`src/rtl/triple_buffer_pkg.sv`:
```
// Shared types and constants for the triple-buffered frame RAM sequencer.
package triple_buffer_pkg;

  localparam int unsigned ADDR_W = 12;

  localparam logic [2:0] BANK0 = 3'b001;
  localparam logic [2:0] BANK1 = 3'b010;
  localparam logic [2:0] BANK2 = 3'b100;

  typedef enum logic {R_IDLE, R_READ} rd_state_e;

  typedef struct packed {
    logic [2:0] wb;
    logic [2:0] rb_rdy;
    logic [2:0] rb_rd;
  } roles_t;

  // Commit hands the written bank to ready; claim hands ready to the reader.
  // Both at once rotate all three, so the reader gets the old ready frame
  // and the fresh frame lands in ready.
  function automatic roles_t rotate_roles(input roles_t r, input logic commit,
                                          input logic claim);
    roles_t n;
    n = r;
    case ({commit, claim})
      2'b11: begin
        n.rb_rd  = r.rb_rdy;
        n.rb_rdy = r.wb;
        n.wb     = r.rb_rd;
      end
      2'b10: begin
        n.wb     = r.rb_rdy;
        n.rb_rdy = r.wb;
      end
      2'b01: begin
        n.rb_rd  = r.rb_rdy;
        n.rb_rdy = r.rb_rd;
      end
      default: ;
    endcase
    return n;
  endfunction

endpackage

```
`src/rtl/tap_counter.sv`:
```
// Frame tap index counter: advances on enable, wraps after MAX_TAP-1.
module tap_counter
  import triple_buffer_pkg::*;
#(
  parameter int unsigned MAX_TAP = 616,
  parameter int unsigned W       = ADDR_W
) (
  input  logic         clk,
  input  logic         rst_n,
  input  logic         en,
  input  logic         clr,
  output logic [W-1:0] cnt,
  output logic         last
);

  localparam logic [W-1:0] LAST_VAL = W'(MAX_TAP - 1);

  assign last = (cnt == LAST_VAL);

  always_ff @(posedge clk or negedge rst_n) begin
    if (!rst_n) begin
      cnt <= '0;
    end else if (clr) begin
      cnt <= '0;
    end else if (en) begin
      cnt <= last ? '0 : cnt + 1'b1;
    end
  end

endmodule

```
`src/rtl/triple_buffer_ctrl.sv`:
```
// Three-bank frame sequencer: non-stalling writer, reader always gets the
// newest complete frame.
module triple_buffer_ctrl
  import triple_buffer_pkg::*;
#(
  parameter int unsigned MAX_TAP = 616,
  parameter int unsigned CNT_W   = 16
) (
  input  logic              clk,
  input  logic              rst_n,
  input  logic              wr_valid,
  input  logic              flush,
  input  logic              rd_req,
  output logic [ADDR_W-1:0] waddr,
  output logic [2:0]        w_buffer_id,
  output logic              w_occur,
  output logic [ADDR_W-1:0] raddr,
  output logic [2:0]        r_buffer_id,
  output logic              r_occur,
  output logic              rd_busy,
  output logic              rd_done,
  output logic              frame_avail,
  output logic [CNT_W-1:0]  frame_cnt,
  output logic [CNT_W-1:0]  drop_cnt
);

  localparam roles_t ROLES_RST = '{wb: BANK0, rb_rdy: BANK1, rb_rd: BANK2};

  rd_state_e state;
  roles_t    roles;
  logic      w_last;
  logic      r_last;
  logic      commit;
  logic      claim;

  assign w_occur = wr_valid & ~flush;
  assign commit  = w_occur & w_last;
  assign claim   = (state == R_IDLE) & rd_req & frame_avail;

  assign w_buffer_id = roles.wb;
  assign r_buffer_id = roles.rb_rd;

  tap_counter #(.MAX_TAP(MAX_TAP), .W(ADDR_W)) u_wtap (
    .clk  (clk),
    .rst_n(rst_n),
    .en   (w_occur),
    .clr  (flush),
    .cnt  (waddr),
    .last (w_last)
  );

  tap_counter #(.MAX_TAP(MAX_TAP), .W(ADDR_W)) u_rtap (
    .clk  (clk),
    .rst_n(rst_n),
    .en   (r_occur),
    .clr  (claim),
    .cnt  (raddr),
    .last (r_last)
  );

  always_ff @(posedge clk or negedge rst_n) begin
    if (!rst_n) begin
      state   <= R_IDLE;
      r_occur <= 1'b0;
      rd_busy <= 1'b0;
      rd_done <= 1'b0;
    end else begin
      rd_done <= 1'b0;
      case (state)
        R_IDLE: if (claim) begin
          state   <= R_READ;
          r_occur <= 1'b1;
          rd_busy <= 1'b1;
        end
        R_READ: if (r_last) begin
          state   <= R_IDLE;
          r_occur <= 1'b0;
          rd_busy <= 1'b0;
          rd_done <= 1'b1;
        end
        default: state <= R_IDLE;
      endcase
    end
  end

  // A drop is only a ready frame replaced without the reader taking it.
  always_ff @(posedge clk or negedge rst_n) begin
    if (!rst_n) begin
      roles       <= ROLES_RST;
      frame_avail <= 1'b0;
      frame_cnt   <= '0;
      drop_cnt    <= '0;
    end else begin
      roles <= rotate_roles(roles, commit, claim);
      if (commit) begin
        frame_avail <= 1'b1;
      end else if (flush || claim) begin
        frame_avail <= 1'b0;
      end
      if (commit && (frame_cnt != '1)) begin
        frame_cnt <= frame_cnt + 1'b1;
      end
      if (commit && !claim && frame_avail && (drop_cnt != '1)) begin
        drop_cnt <= drop_cnt + 1'b1;
      end
    end
  end

endmodule

```
`config.mk`:
```
export PLATFORM = sky130hd
export DESIGN_NAME = triple_buffer_ctrl
export DESIGN_NICKNAME = d
export VERILOG_FILES = /design/src/rtl/triple_buffer_pkg.sv /design/src/rtl/tap_counter.sv /design/src/rtl/triple_buffer_ctrl.sv
export SDC_FILE = /design/constraint.sdc
export NUM_CORES = 1
export LEC_CHECK = 0
export ABC_AREA = 1
export BUFFER_PORTS_ARGS = -buffer_cell sky130_fd_sc_hd__buf_2
export CORE_UTILIZATION = 53
export CTS_BUF_LIST = sky130_fd_sc_hd__clkbuf_4
export CTS_CLUSTER_SIZE = 30
export DETAILED_ROUTE_END_ITERATION = 12
export PLACE_DENSITY = 0.86
export SYNTH_ARGS = -nofsm -noshare
export SYNTH_HDL_FRONTEND = slang
export SYNTH_SLANG_ARGS = --single-unit
```
`constraint.sdc`:
```
create_clock -name clk -period 1.5 [get_ports clk]
set_input_delay 0.15 -clock clk [delete_from_list [all_inputs] [get_ports clk]]
set_output_delay 0.15 -clock clk [all_outputs]
set_load 0.01 [all_outputs]
```
==> impl_metrics.yaml, run 1 <==
status:
  outcome: "complete, but fails checks"
  violations: "negative setup slack"
floorplanning:
  core_area_sq_um: 7690
  start_util_pct: 54.5
  fp.dieH_microns: 90.9
  io-pin-count: 72
  die_w_microns: 90.9
  die_area_sq_um: 8270
  placementRows: 32
clock_tree:
  clk_latency_ns: 0.44
  clockRootBuffer: "clkbuf_4"
  htree_levels: 3
  cts.reportedPaths.clkPinSlew_ns: 0.12
  cts_sinks: 69
  cts_buffers: 9
  cts_tree: "done"
  clock_path_buffers: 2
grt:
  grt_use_total_pct: 25.5
  antenna_found_initial: 0
  grt_pass1_wl_mm: 17.1
  first_global_vias: 3791
  overflow: 0
  grt_max_degree: 23
drt:
  final_antenna_net_count: 0
  routedWlPerCell_microns: 14.0
  drt-pass1-iter-count: 4
  via_per_inst: 5.26
  vias: 4120
  drc: 0
  drtIter0Drc: 199
  drt_wl_total_mm: 11.0
synth:
  yosysMostFrequentCell: "nand2_1"
  synth_edf_count: 0
  yosysWarnings: 0
  synth_area_sq_um: 4190
  synthCells: 537
  syn-num-nets: 546
  avgSynthCellArea_sq_um: 7.81
  yosysTopAreaCell: "dfrtp_1"
  synth_top_area_share_pct: 39.4
  synth_common_cells: "nand2_1 (157), dfrtp_1 (66), inv_1 (52), nor2_1 (52), nand3_1 (39)"
  synth_area_leaders: "dfrtp_1 (39%), nand2_1 (14%), nand3_1 (4.7%)"
  ys_ff_latch: 69
  async_reset_ff_share_pct: 100
  synth.distinct_cells: 42
  synth_seq_area_share_pct: 41.3
  ys.flop_type: "dfrtp_1"
timing:
  rsz0062_at_grt: "true"
  layout_min_cycle_time_ns: 1.55
  hold_ws_ns: 0.0478
  fin_worst_skew_ns: 0.0127
  timing.fmax_ghz: 0.647
  fin_ws_ns: -0.0460
  worst-slew-pin-transition_ns: 0.529
  setup_violations: 11
  setup_tns_ns: -0.145
  max_slew_margin_pct: 64.7
  slew_viol_final: 0
  hold_viol_final: 0
  post-route-period-util_pct: 103
setup_path:
  worstSetupStartpointType: "flop"
  critPathMaxFanout: 7
  cp.arrival_ns: 1.88
  ff2ff_setup_slack_ns: -0.05
  required_ns: 1.84
  r2r-start: "u_wtap.cnt[0]"
  crit_start: "u_wtap.cnt[0]"
  path_class: "flop to flop"
  crit_path_end_kind: "flop"
worst_hold_path:
  hp-class: "primary input to flop"
  hp-start: "flush"
power:
  ir_drop_v: 0.000411
  leakagePower_nw: 3.08
  total_power_mw: 3.26
  cellPowerDensity_nw_per_um2: 583
final_layout:
  utilization_pct: 72.7
  antenna-diode-count: 0
  drive_above_1_share_pct: 39.5
  nets: 685
  area_growth_pct: 33.3
placed_design:
  gp_congestion: 0.914
  port_buffers: 71
  dp_hpwl_mm: 7.65
run:
  cap_viol_max_count: 0
-- cells in the final DEF (no fill, tap or decap), types with 5 or more instances in the layout --
master / count
clkbuf_4: 10
nand2_2: 27
dfrtp_1: 60
inv_2: 10
nand3_1: 33
nand2_4: 16
nand2_1: 138
nand3_2: 7
nor2_1: 39
inv_1: 50
nand3_4: 5
o21ai_1: 9
dfrtp_2: 6
nor3_4: 6
nand4_1: 14
buf_2: 71
a21oi_1: 8
buf_4: 61
xnor2_1: 9
nor2_2: 12
o21ai_0: 19
nor2_4: 6
xor2_1: 16
-- power by group --
group          total [mW]  internal, mW  switching, mW
Sequential           1.88          1.87        0.00705
Combinational       0.133        0.0461         0.0873
Clock                1.25         0.523          0.724
-- critical path, stage by stage (launching register included) --
cell and delay (ns):
dfrtp_1 0.42, ha_4 0.18, nand2_4 0.06, inv_4 0.08, nand2_4 0.05, nor2_4 0.11
nand3_4 0.09, clkinv_4 0.08, nand2_8 0.09, buf_4 0.16, xnor2_2 0.12
-- cell type report --
type | instances | area, sq um
Clock buffer | 10 | 75.1
Clock inverter | 6 | 63.8
Fill cell | 575 | 2100
Inverter | 64 | 260
Multi-Input combinational cell | 393 | 2400
Sequential cell | 69 | 1740
Tap cell | 102 | 128
Timing Repair Buffer | 139 | 925
-- per-stage QoR --
step	std cells	cell area, sq um	setup slack, ns
after global routing	783	5590	-0.104
final	783	5590	-0.0460
after floorplan	537	4210	-0.0676
after detailed placement	752	5030	-0.0470
after CTS	771	5250	-0.00855
after global placement	752	5030	0.0315
-- kinds of logic after synthesis --
family                     synth area share [%]
AOI/OAI and AO/OA                          6.18
xor gates and xnor gates                   5.43
adders and majority gates                  1.19
buffers and inverters                      8.18
DFF                                        41.3
and+or+nand+nor                            37.7
-- metal layers --
metal | routed length [microns] | part of all wire, % | vias to the layer above | track usage, %
li1 | - | - | 2001 | -
met1 | 4620 | 42 | 1953 | 31.6
met2 | 5600 | 51 | 145 | 44.9
met3 | 591 | 5.4 | 21 | 4.10
met4 | 157 | 1.4 | 0 | 9.52
met5 | 0 | 0 | - | 0
-- registers in the layout, summed over array words and instances (netlist names) --
name and cells:
frame_cnt 16, roles 3, drop_cnt 16, w_buffer_id 3, frame_avail 1, state 1, u_wtap.cnt 12, r_buffer_id 3
rd_busy 1, rd_done 1, u_rtap.cnt 12
-- final timing paths --
path | end | cells past startpoint
setup / recovery | frame_cnt[0] | 10
hold / removal | frame_avail | 2
setup reg to reg | frame_cnt[0] | 10
hold reg to reg | r_buffer_id[2] | 2
max in group asynchronous | frame_cnt[14] | 3
min in group asynchronous | u_rtap.cnt[10] | 2
-- timing repair --
item                                    CTS  global route
buffers inserted                          2            14
pin swaps                                 3            26
gates resized for setup                  13            72
endpoints found under the setup margin   28            50
hold buffers                              1             0
hold endpoints to repair                 14             0
(Power assumes the default switching activity.)
==> inputs of run 2 (changes only) <==
--- a/config.mk
+++ b/config.mk
@@ -7,10 +7,13 @@
 export LEC_CHECK = 0
 export ABC_AREA = 1
 export BUFFER_PORTS_ARGS = -buffer_cell sky130_fd_sc_hd__buf_2
+export CORE_MARGIN = 2
 export CORE_UTILIZATION = 53
 export CTS_BUF_LIST = sky130_fd_sc_hd__clkbuf_4
 export CTS_CLUSTER_SIZE = 30
 export DETAILED_ROUTE_END_ITERATION = 12
+export GPL_TIMING_DRIVEN = 0
+export MAX_ROUTING_LAYER = met4
 export PLACE_DENSITY = 0.86
 export SYNTH_ARGS = -nofsm -noshare
 export SYNTH_HDL_FRONTEND = slang
==> run 2 against run 1 <==
The flow still finishes with violations (negative setup slack). Register-to-register slack got worse by 0.04 ns. Critical path type unchanged. Clock-buffer cell count fell by 1. Total power rose by 0.49%. Worst hold slack got worse by 0.035 ns. Cell count fell by 0.64%. Flip-flop and latch count did not move. Non-clock buffer count fell by 7. Core utilization rose by 1.2 points. Highest routed layer unchanged. Wire length rose by 4.4%. Via count rose by 2.6%. Critical endpoint is now drop_cnt[7]. Clock power barely moved.
==> impl_metrics.yaml, run 2 (same netlist as run 1, synthesis figures left out) <==
power:
  cellPowerDensity_nw_per_um2: 576
  ir_drop_v: 0.000408
  total_power_mw: 3.27
  leakagePower_nw: 2.99
timing:
  layout_min_cycle_time_ns: 1.59
  fin_ws_ns: -0.0894
  setup_violations: 26
  max_slew_margin_pct: 40.3
  hold_ws_ns: 0.0127
  setup_tns_ns: -1.07
  slew_viol_final: 0
  post-route-period-util_pct: 106
  rsz0062_at_grt: "true"
  hold_viol_final: 0
  timing.fmax_ghz: 0.629
  fin_worst_skew_ns: 0.0191
  worst-slew-pin-transition_ns: 0.896
setup_path:
  crit_buf_inv: 1
  cpMostUsedCell: "nand2_1"
  worstSetupStartpointType: "flop"
  crit_slowest_cell: "dfrtp_2"
  slowest_delay_ns: 0.43
  critPathMaxFanout: 5
  r2r_cells: 8
  crit_path_end_kind: "flop"
  path_class: "flop to flop"
  critical_path_depth: 8
  crit_path_cell_trace: "inv_1 -> nand2_1 -> nor2_1 -> nand3_1 -> nor2_4 -> nand4_2 -> nand2_1 -> nand2_1"
  cp.arrival_ns: 1.93
  required_ns: 1.84
  crit_family: "simple AND/OR/NAND/NOR gates"
final_layout:
  drive_above_1_share_pct: 42.0
  antenna-diode-count: 0
  final_common_cell: "nand2_1"
  final_cells: 778
  mostFrequentLayoutCells: "nand2_1 (140), buf_2 (70), buf_4 (52)"
  fin_area_sq_um: 5680
  nets: 680
  top_regs: "drop_cnt: 16 flops, frame_cnt: 16 flops"
  area_growth_pct: 35.5
  utilization_pct: 73.9
floorplanning:
  core_area_sq_um: 7690
  die_w_microns: 92.9
  fp.dieH_microns: 92.9
  die_area_sq_um: 8640
  start_util_pct: 54.5
  io-pin-count: 72
  placementRows: 32
clock_tree:
  htree_levels: 3
  clk_latency_ns: 0.43
  cts.reportedPaths.clkPinSlew_ns: 0.13
  cts_tree: "done"
  clockRootBuffer: "clkbuf_4"
  cts_sinks: 69
  clock_path_buffers: 2
  cts_buffers: 9
drt:
  drc: 0
  drtIter0Drc: 210
  drt-pass1-iter-count: 5
  final_antenna_net_count: 0
  vias: 4229
  routedWlPerCell_microns: 14.7
  via_per_inst: 5.44
  drt_wl_total_mm: 11.5
grt:
  grt_use_total_pct: 25.5
  overflow: 0
  grt_pass1_wl_mm: 16.9
  first_global_vias: 3733
  antenna_found_initial: 0
  grt_max_degree: 70
placed_design:
  gp_congestion: 0.918
  dpl-instance-area_sq_um: 4690
  port_buffers: 71
  dp_hpwl_mm: 6.85
  placedCellCount: 710
  place_ws_ns: -0.190
status:
  violations: "negative setup slack"
  outcome: "complete, but fails checks"
worst_hold_path:
  min_delay_path_depth: 2
  hp-class: "primary input to flop"
run:
  cap_viol_max_count: 0
run 2: cell count changes in the layout (fill, tap and decap cells not counted), sizes merged:
cell      before  now
clkbuf        10   11
nand4         16   17
nor2          59   60
buf          138  129
clkinv         5    7
clkinvlp       2    1
run 2: worst paths after layout:
path | startpoint | endpoint | slack (ns)
hold reg to reg | r_buffer_id[2] | r_buffer_id[2] | 0.52
min in group asynchronous | rst_n | u_rtap.cnt[9] | 0.36
hold / removal | flush | frame_avail | 0.01
setup / recovery | u_wtap.cnt[8] | drop_cnt[7] | -0.09
max in group asynchronous | rst_n | frame_cnt[6] | 0.49
setup reg to reg | u_wtap.cnt[8] | drop_cnt[7] | -0.09
run 2: layout make-up:
cell class                 instances  area [sq um]
tap                              102           128
sequential                        69          1750
timing repair buffer             121           793
fill                             567          2010
clock buffer                       9          67.6
clock inverter                     7          72.6
buffer                            11           111
inverter                          64           262
multi-input combinational        395          2490
run 2: timing repair:
item | 4_1_cts | 5_1_grt
endpoints found under the hold margin | 66 | 0
gates cloned | 3 | 1
setup endpoints to repair | 47 | 58
resized for setup | 52 | 59
pin swaps | 17 | 22
setup buffers | 20 | 28
hold buffers | 1 | 0
run 2: routing by layer:
layer | global-route usage (%) | wire, microns | up-vias
met1 | 30.6 | 4690 | 2011
met4 | 11.2 | 334 | 0
met3 | 4.80 | 679 | 46
met2 | 42.0 | 5750 | 181
met5 | - | 0 | -
li1 | - | - | 1991
run 2: report_power, final:
group	internal [mW]	switching [mW]
registers	1.87	0.00772
clock network	0.514	0.755
logic	0.0380	0.0876
==> inputs of run 3 (changes only) <==
--- a/config.mk
+++ b/config.mk
@@ -14,7 +14,8 @@
 export DETAILED_ROUTE_END_ITERATION = 12
 export GPL_TIMING_DRIVEN = 0
 export MAX_ROUTING_LAYER = met4
-export PLACE_DENSITY = 0.86
+export PLACE_DENSITY_LB_ADDON = 0.3
+export SKIP_CTS_REPAIR_TIMING = 1
 export SYNTH_ARGS = -nofsm -noshare
 export SYNTH_HDL_FRONTEND = slang
 export SYNTH_SLANG_ARGS = --single-unit
==> run 3 against run 2 <==
The run still ends with negative setup slack left. Register-to-register slack got worse by 0.03 ns. Cell area fell by 3.1%. Worst hold slack improved by 0.026 ns. First-iteration DRC count rose by 11%. Highest routed layer unchanged.
==> impl_metrics.yaml, run 3 (same netlist as run 1, synthesis figures left out) <==
worst_hold_path:
  hp-class: "primary input to flop"
  hp-start: "flush"
  min_to: "frame_avail"
  min_delay_path_depth: 2
floorplanning:
  core_area_sq_um: 7690
  fp.dieH_microns: 92.9
  io-pin-count: 72
  placementRows: 32
  start_util_pct: 54.5
  die_area_sq_um: 8640
  die_w_microns: 92.9
timing:
  post-route-period-util_pct: 108
  layout_min_cycle_time_ns: 1.62
  hold_viol_final: 0
  max_slew_margin_pct: 39.9
  fin_ws_ns: -0.115
  slew_viol_final: 0
  rsz0062_at_grt: "true"
  fin_worst_skew_ns: 0.0214
  setup_violations: 28
  hold_ws_ns: 0.0387
  worst-slew-pin-transition_ns: 0.901
  timing.fmax_ghz: 0.619
placed_design:
  gp_congestion: 0.893
  port_buffers: 71
  dp_hpwl_mm: 6.56
power:
  p_sw_mw: 0.769
  swShare_pct: 22.0
  clockPowerShare_pct: 42.6
  total_power_mw: 3.50
  ir_drop_v: 0.000451
  pwr-share-comb_pct: 3.7
  leakagePower_nw: 2.92
  seq_power_share_pct: 53.6
  cellPowerDensity_nw_per_um2: 636
  p_int_mw: 2.73
drt:
  drt-pass1-iter-count: 5
  vias: 3960
  final_antenna_net_count: 0
  drt_wl_total_mm: 10.5
  drtIter0Drc: 233
  routedWlPerCell_microns: 13.8
  via_per_inst: 5.21
  drc: 0
final_layout:
  top_regs: "drop_cnt: 16 flops, frame_cnt: 16 flops"
  antenna-diode-count: 0
  drive_above_1_share_pct: 39.2
  nets: 663
  mostFrequentLayoutCells: "nand2_1 (141), buf_2 (70), inv_1 (49)"
  area_growth_pct: 31.3
  final_common_cell: "nand2_1"
setup_path:
  required_ns: 1.85
  path_class: "flop to flop"
  rr_endpoint: "drop_cnt[2]"
  crit_path_end_kind: "flop"
  worstSetupStartpointType: "flop"
  cp.arrival_ns: 1.96
  r2r-start: "u_wtap.cnt[1]"
  r2r_cells: 9
  critPathMaxFanout: 5
  ff2ff_setup_slack_ns: -0.12
status:
  violations: "negative setup slack"
  outcome: "complete, but fails checks"
clock_tree:
  cts_sinks: 69
  cts_buffers: 9
  clockRootBuffer: "clkbuf_4"
  htree_levels: 3
  cts_tree: "done"
  clock_path_buffers: 2
  clk_latency_ns: 0.43
  cts.reportedPaths.clkPinSlew_ns: 0.11
grt:
  antenna_found_initial: 0
  grt_use_total_pct: 22.3
  grt_pass1_wl_mm: 15.2
  overflow: 0
  grt_max_degree: 70
  first_global_vias: 3464
run:
  cap_viol_max_count: 0
[run 3: cell types whose count changed in the layout (fill, tap and decap cells not counted), sizes merged]
cell,delta
clkbuf,+2
bufinv,+2
buf,-19
inv,-1
clkinv,-1
clkinvlp,-1
[run 3: power by group through the flow]
stage / Clock (mW) / Sequential, mW / Combinational, mW
2_1_floorplan: 0 / 1.91 / 0.0390
3_3_place_gp: 0 / 1.91 / 0.106
3_5_place_dp: 0 / 1.91 / 0.108
4_1_cts: 1.50 / 1.88 / 0.109
5_1_grt: 1.59 / 1.88 / 0.146
6_report: 1.49 / 1.88 / 0.131
[run 3: metrics by stage]
stage | instances | setup slack (ns) | area [sq um] | util (%) | TNS [ns]
final | 760 | -0.115 | 5500 | 71.6 | -1.94
after global routing | 760 | -0.188 | 5500 | 71.6 | -4.81
after CTS | 725 | -0.223 | 4860 | 63.2 | -6.60
after detailed placement | 710 | -0.168 | 4690 | 61.0 | -4.77
after global placement | 710 | -0.143 | 4690 | 61.0 | -10.57
after floorplan | 537 | -0.0676 | 4210 | - | -0.723
[run 3: metal layers]
layer | wire [microns] | GRT usage [%] | vias up
li1 | - | - | 1958
met1 | 4490 | 28.0 | 1885
met2 | 5370 | 36.5 | 108
met3 | 529 | 3.74 | 9
met4 | 93 | 7.84 | 0
met5 | 0 | - | -
[run 3: cell type report]
type / instances / area, sq um
Tap cell: 102 / 128
Inverter: 64 / 263
Buffer: 11 / 103
Fill cell: 600 / 2180
Multi-Input combinational cell: 395 / 2440
Timing Repair Buffer: 104 / 647
Clock inverter: 6 / 103
Sequential cell: 69 / 1760
Clock buffer: 9 / 67.6
[run 3: worst max-delay path by stage]
| stage | startpoint | endpoint |
|---|---|---|
| finish | u_wtap.cnt[1] | drop_cnt[2] |
| global route | u_wtap.cnt[1] | drop_cnt[2] |
| CTS | u_wtap.cnt[0] | frame_cnt[3] |
| detailed placement | u_wtap.cnt[0] | frame_cnt[11] |
| global placement | u_wtap.cnt[0] | frame_cnt[11] |
| floorplan | u_wtap.cnt[0] | frame_cnt[3] |
[run 3: critical path, cell delays in order (launching register included)]
cell	delay (ns)
dfrtp_1	0.41
ha_4	0.18
buf_6	0.10
nand3_4	0.07
nor2_1	0.14
nand4_1	0.10
buf_4	0.18
nor2_4	0.19
nand3_1	0.10
nand2_1	0.08
